## src/rtl/dmem_arb_pkg.sv

```systemverilog
// Shared constants, FSM state type and alignment check for the data-memory arbiter.
package dmem_arb_pkg;

   localparam logic [6:0] OP_LOAD  = 7'b0000011;
   localparam logic [6:0] OP_STORE = 7'b0100011;

   localparam logic [2:0] F3_B  = 3'b000;
   localparam logic [2:0] F3_H  = 3'b001;
   localparam logic [2:0] F3_W  = 3'b010;
   localparam logic [2:0] F3_BU = 3'b100;
   localparam logic [2:0] F3_HU = 3'b101;

   typedef enum logic [1:0] {IDLE, ACCESS, RESP} state_t;

   // Unsigned widths only exist for loads; any other funct3 is rejected.
   function automatic logic is_misaligned(input logic [1:0] addr_lo, input logic [2:0] fun3,
                                          input logic we);
      logic mis;
      case (fun3)
         F3_B:    mis = 1'b0;
         F3_BU:   mis = we;
         F3_H:    mis = addr_lo[0];
         F3_HU:   mis = we | addr_lo[0];
         F3_W:    mis = (addr_lo != 2'b00);
         default: mis = 1'b1;
      endcase
      return mis;
   endfunction

endpackage

```

## src/rtl/dmem_arb_pick.sv

```systemverilog
// Combinational grant: first valid requester found searching upward from ptr (with wrap).
module dmem_arb_pick #(
   parameter int unsigned NREQ = 2,
   parameter int unsigned PW   = (NREQ > 1) ? $clog2(NREQ) : 1
) (
   input  logic [NREQ-1:0] req_valid,
   input  logic [PW-1:0]   ptr,
   output logic [NREQ-1:0] grant,
   output logic [PW-1:0]   grant_idx,
   output logic            grant_any
);

   int unsigned k;

   always_comb begin
      grant     = '0;
      grant_idx = '0;
      grant_any = 1'b0;
      k         = 0;
      for (int unsigned i = 0; i < NREQ; i++) begin
         k = (32'(ptr) + i) % NREQ;
         if (!grant_any && req_valid[k]) begin
            grant_any = 1'b1;
            grant_idx = PW'(k);
         end
      end
      grant[grant_idx] = grant_any;
   end

endmodule

```

## src/rtl/dmem_arbiter.sv

```systemverilog
// Shares the single-port data memory between NREQ requesters, one access per 3 cycles.
// Define DMEM_ARB_RR_EN for round-robin arbitration; default is fixed priority (index 0 first).
module dmem_arbiter
   import dmem_arb_pkg::*;
#(
   parameter int unsigned NREQ = 2,
   parameter int unsigned AW   = 32,
   parameter int unsigned DW   = 32
) (
   input  logic              clk,
   input  logic              reset_n,
   input  logic [NREQ-1:0]   req_valid,
   output logic [NREQ-1:0]   req_ready,
   input  logic [NREQ-1:0]   req_we,
   input  logic [NREQ*AW-1:0] req_addr,
   input  logic [NREQ*3-1:0] req_fun3,
   input  logic [NREQ*DW-1:0] req_wdata,
   output logic [NREQ-1:0]   rsp_valid,
   output logic [DW-1:0]     rsp_rdata,
   output logic              rsp_err,
   output logic              mem_read,
   output logic              mem_write,
   output logic [AW-1:0]     mem_addr,
   output logic [2:0]        mem_fun3,
   output logic [6:0]        mem_opcode,
   output logic [DW-1:0]     mem_wdata,
   input  logic [DW-1:0]     mem_rdata
);

   localparam int unsigned PW = (NREQ > 1) ? $clog2(NREQ) : 1;

   state_t          state_q, state_d;
   logic [PW-1:0]   owner_q;
   logic            we_q, err_q;
   logic [AW-1:0]   addr_q;
   logic [2:0]      fun3_q;
   logic [DW-1:0]   wdata_q, rdata_q;

   logic [NREQ-1:0] grant;
   logic [PW-1:0]   grant_idx, ptr;
   logic            grant_any, handshake;
   logic            sel_we, sel_mis;
   logic [AW-1:0]   sel_addr;
   logic [2:0]      sel_fun3;
   logic [DW-1:0]   sel_wdata;

   dmem_arb_pick #(
      .NREQ(NREQ),
      .PW  (PW)
   ) u_pick (
      .req_valid(req_valid),
      .ptr      (ptr),
      .grant    (grant),
      .grant_idx(grant_idx),
      .grant_any(grant_any)
   );

   assign handshake = (state_q == IDLE) && grant_any;
   assign req_ready = (state_q == IDLE) ? grant : '0;

   assign sel_we    = req_we[grant_idx];
   assign sel_addr  = req_addr[grant_idx*AW +: AW];
   assign sel_fun3  = req_fun3[grant_idx*3 +: 3];
   assign sel_wdata = req_wdata[grant_idx*DW +: DW];
   assign sel_mis   = is_misaligned(sel_addr[1:0], sel_fun3, sel_we);

`ifdef DMEM_ARB_RR_EN
   logic [PW-1:0] ptr_q;

   always_ff @(posedge clk or negedge reset_n) begin
      if (!reset_n) begin
         ptr_q <= '0;
      end else if (handshake) begin
         ptr_q <= (grant_idx == PW'(NREQ - 1)) ? '0 : grant_idx + 1'b1;
      end
   end

   assign ptr = ptr_q;
`else
   assign ptr = '0;
`endif

   always_ff @(posedge clk or negedge reset_n) begin
      if (!reset_n) begin
         state_q <= IDLE;
         owner_q <= '0;
         we_q    <= 1'b0;
         err_q   <= 1'b0;
         addr_q  <= '0;
         fun3_q  <= '0;
         wdata_q <= '0;
         rdata_q <= '0;
      end else begin
         state_q <= state_d;
         if (handshake) begin
            owner_q <= grant_idx;
            we_q    <= sel_we;
            err_q   <= sel_mis;
            addr_q  <= sel_addr;
            fun3_q  <= sel_fun3;
            wdata_q <= sel_wdata;
            rdata_q <= '0;
         end else if (state_q == ACCESS && !we_q) begin
            rdata_q <= mem_rdata;
         end
      end
   end

   always_comb begin
      state_d    = state_q;
      mem_read   = 1'b0;
      mem_write  = 1'b0;
      mem_addr   = '0;
      mem_fun3   = '0;
      mem_opcode = '0;
      mem_wdata  = '0;
      rsp_valid  = '0;
      rsp_rdata  = '0;
      rsp_err    = 1'b0;
      case (state_q)
         IDLE: begin
            // Misaligned requests skip the memory and answer straight away.
            if (handshake) state_d = sel_mis ? RESP : ACCESS;
         end
         ACCESS: begin
            state_d    = RESP;
            mem_read   = !we_q;
            mem_write  = we_q;
            mem_addr   = addr_q;
            mem_fun3   = fun3_q;
            mem_opcode = we_q ? OP_STORE : OP_LOAD;
            mem_wdata  = wdata_q;
         end
         RESP: begin
            state_d            = IDLE;
            rsp_valid[owner_q] = 1'b1;
            rsp_rdata          = rdata_q;
            rsp_err            = err_q;
         end
         default: state_d = IDLE;
      endcase
   end

endmodule
```

## config.mk

```make
export PLATFORM = sky130hd
export DESIGN_NAME = dmem_arbiter
export DESIGN_NICKNAME = d
export VERILOG_FILES = /design/src/rtl/dmem_arb_pkg.sv /design/src/rtl/dmem_arb_pick.sv /design/src/rtl/dmem_arbiter.sv
export SDC_FILE = /design/constraint.sdc
export NUM_CORES = 1
export LEC_CHECK = 0
export CORE_ASPECT_RATIO = 2
export CORE_UTILIZATION = 43
export DETAILED_ROUTE_END_ITERATION = 6
export GPL_TIMING_DRIVEN = 0
export PLACE_DENSITY_LB_ADDON = 0.08
export SYNTH_ARGS = -nofsm -noshare
export SYNTH_HDL_FRONTEND = slang
export SYNTH_SLANG_ARGS = --single-unit
export TNS_END_PERCENT = 50
```

## constraint.sdc

```tcl
create_clock -name clk -period 4.35 [get_ports clk]
set_input_delay 1.0875 -clock clk [delete_from_list [all_inputs] [get_ports clk]]
set_output_delay 1.0875 -clock clk [all_outputs]
set_load 0.03 [all_outputs]
```

==> metrics.txt <==
TritonCTS clock tree=done; GPL Wtd Cong=0.8663; Synth Area in XOR/XNOR=0%; Comb pwr share=approximately two fifths; IO Pins=285; synth unique cells=20; synthesized area=5286 µm²; CP required=3.26 ns; final WL=roughly 18 mm; initial antenna violation count=0; worst slew pin tran=0.6734 ns; Avg Cell Area, Syn=about 8.0 µm²; Adder-Cell Fraction of Synth Area=0%; largest family of logic cells by synthesized area=simple AND/OR/NAND/NOR gates; Gates resized, CTS repair=0; CP endpoint kind=primary output; Worst Skew=about 0.009 ns; Slew Limit Fails=0; period utilization=between 90% and 100%; Power, Total=around 3.5 mW; flops & latches, synth=approximately 100; wire per inst=15.93 µm; CP Cell Sequence=clkdlybuf4s50_1, nand2b_1, buf_2, clkbuf_1, nor3_1, clkdlybuf4s50_1; Reg power frac=40.2%; CTS buffer count=9; leakage=about 3.6 nW; Tightest Hold Check Type=reg -> reg; CTS Sinks=roughly 100; remaining antenna violation count=0; Post-Synth Simple-Gate Area=roughly a third; number of global-route vias before repair=~5,900; post-synthesis sequential area ratio=49.23%; EDFF count, synth=0; initial core utilization=between 40% and 50%; count leader, synth=nand2_1; area share of the largest cell type after synthesis=49.23%; die area=about 13,000 µm²; status=finished clean; CP max stage cell=clkdlybuf4s50_1; CP Class=in -> out; Worst Path Max Fanout=10; Die W=between 80 and 90 µm; CTS Hold Bufs=0; Max Freq=between 200 and 250 MHz; crit-path most repeated cell=clkdlybuf4s50_1; # Post-CTS Setup Buffers=0; multiplexer area fraction after synthesis=0%; HPWL Detailed=13.99 mm; leading area contributor after synthesis=dfrtp_1; final setup violation count=0; Sw Pwr=~1.3 mW; FP Rows=57; Initial DRT Pass Iterations=4; commonest cells in the netlist=nand2_1, dfrtp_1, and2_1; internal power=between 2 and 2.5 mW; vias per cell=5.052; Port Buffer Count=280; grt total ovfl=0; H-Tree Depth=3; largest net degree at the start of global routing=72; DR vias=5,587; P per Cell Area=between 400 and 500 nW/µm²; Top FF cell, synth=dfrtp_1; first-pass GRT wire length=around 28 mm; root buf cell=clkbuf_16; Syn Inst Count=659; DRC Markers=0; Slew headroom=approximately 55%; Post-synth ARST share=100.0%; RSZ-0062 raised after global routing=false; Peak supply drop=0.2600 mV; Clock Latency Late Sink=roughly 0.34 ns; Startpoint Class=input port; Post-Layout Cell Count=1,106; Total GRT Usage=between 20% and 30%; Placed Cells incl. Taps=between 1,000 and 1,500; synthesis-to-finish area growth=62.22%; Final min period=approximately 4.2 ns; Reg clk slew, reported paths=0.06 ns; Clock Tree Buf Depth=2; Max-Cap Viols=0; top area cells in the synthesized netlist=dfrtp_1, nand2_1, and2_1, a31oi_1, nor2_1; Layout Nets=1,126; Sw Share=a little over a third; Synth Area in Compound Gates=between 10% and 20%; Post-Layout Inst Area=8576 µm²; Placed Area=roughly 8300 µm²; Ant. Diodes=0; 1st-iter DRT viols=251; Final Hold Fails=0; die height=around 160 µm; data arrival time of the worst path=slightly above 3 ns; share of cells above drive strength 1=under 10%; Core Area=around 12,000 µm²; yosys synthesis warning count=0; Clk pwr share=roughly a fifth; CP max stage delay=between 0.7 and 0.8 ns
worst max-delay path: cells and delay by family:
| kind | cells | cell delay (ns) |
|---|---|---|
| buffers and inverters | 4 | 1.62 |
| and+or+nand+nor | 2 | 0.36 |
flip-flops by register name, indices dropped and copies added (netlist names):
name	cells
addr_q	32
err_q	1
fun3_q	3
owner_q	1
rdata_q	32
state_q	2
wdata_q	32
we_q	1
power groups by stage:
stage	Combinational, mW	Clock, mW	Sequential (mW)
finish	1.36	0.744	1.41
global route	1.48	0.794	1.45
CTS	1.37	0.757	1.41
detailed placement	1.37	0	1.43
global placement	1.33	0	1.41
floorplan	0.803	0	1.38
layout make-up:
| class | count | area [µm²] |
|---|---|---|
| clock inverter | 4 | 30.03 |
| buffer | 57 | 299.0 |
| timing repair buffer | 281 | 2828 |
| inverter | 2 | 7.507 |
| sequential | 104 | 2603 |
| multi-input combinational | 499 | 2389 |
| tap | 147 | 183.9 |
| fill | 1007 | 3477 |
| clock buffer | 12 | 236.5 |
through the flow:
step	worst slack [ns]	utilization (%)	setup TNS (ns)	hold WS [ns]
after CTS	0.1502	71.15	0	0.5155
after detailed placement	0.1498	68.94	0	0.5022
final	0.1809	71.15	0	0.5078
after global placement	-1.660	68.73	-171.54	0.4714
after floorplan	1.061	-	0	0.4578
after global routing	0.06714	71.15	0	0.5413
final timing paths:
check                                  startpoint                 endpoint  slack (ns)  cells past startpoint
max in group asynchronous                 reset_n  wdata_q[23]$_DFFE_PN0P_        2.94                      2
min in group asynchronous                 reset_n  rdata_q[26]$_DFFE_PN0P_        0.69                      1
min reg2reg                     err_q$_DFFE_PN0P_        err_q$_DFFE_PN0P_        0.51                      2
min                             err_q$_DFFE_PN0P_        err_q$_DFFE_PN0P_        0.51                      2
max                                  req_valid[0]             req_ready[1]        0.18                      6
max reg2reg                state_q[1]$_DFFE_PN0P_  wdata_q[31]$_DFFE_PN0P_        2.60                      4
cells in the final DEF (no fill, tap or decap), drive strengths merged, types with 2 or more instances in the layout:
cell             n
dfrtp          104
conb             4
inv              3
nand2          200
nor2b            3
and2           103
a31oi           68
nor4             2
clkbuf          34
nand2b           3
clkinv           2
clkdlybuf4s50  279
nor3             5
a221oi           2
nor2            74
buf             37
a21oi           33
cell families (layout without fill, tap and decap cells):
family,Yosys count,count (layout)
buf+inv,59,356
flops,104,104
other cells,1,4
compound gates,105,105
simple gates,390,390
per-layer routing:
layer	global-route usage, %	wire [µm]	up-vias
met1	28.70	5995	2617
met4	14.94	682	0
met2	53.27	9758	223
met5	0	0	-
met3	6.207	1185	43
li1	-	-	2704
Note: power is estimated with default switching activity, not from simulation.
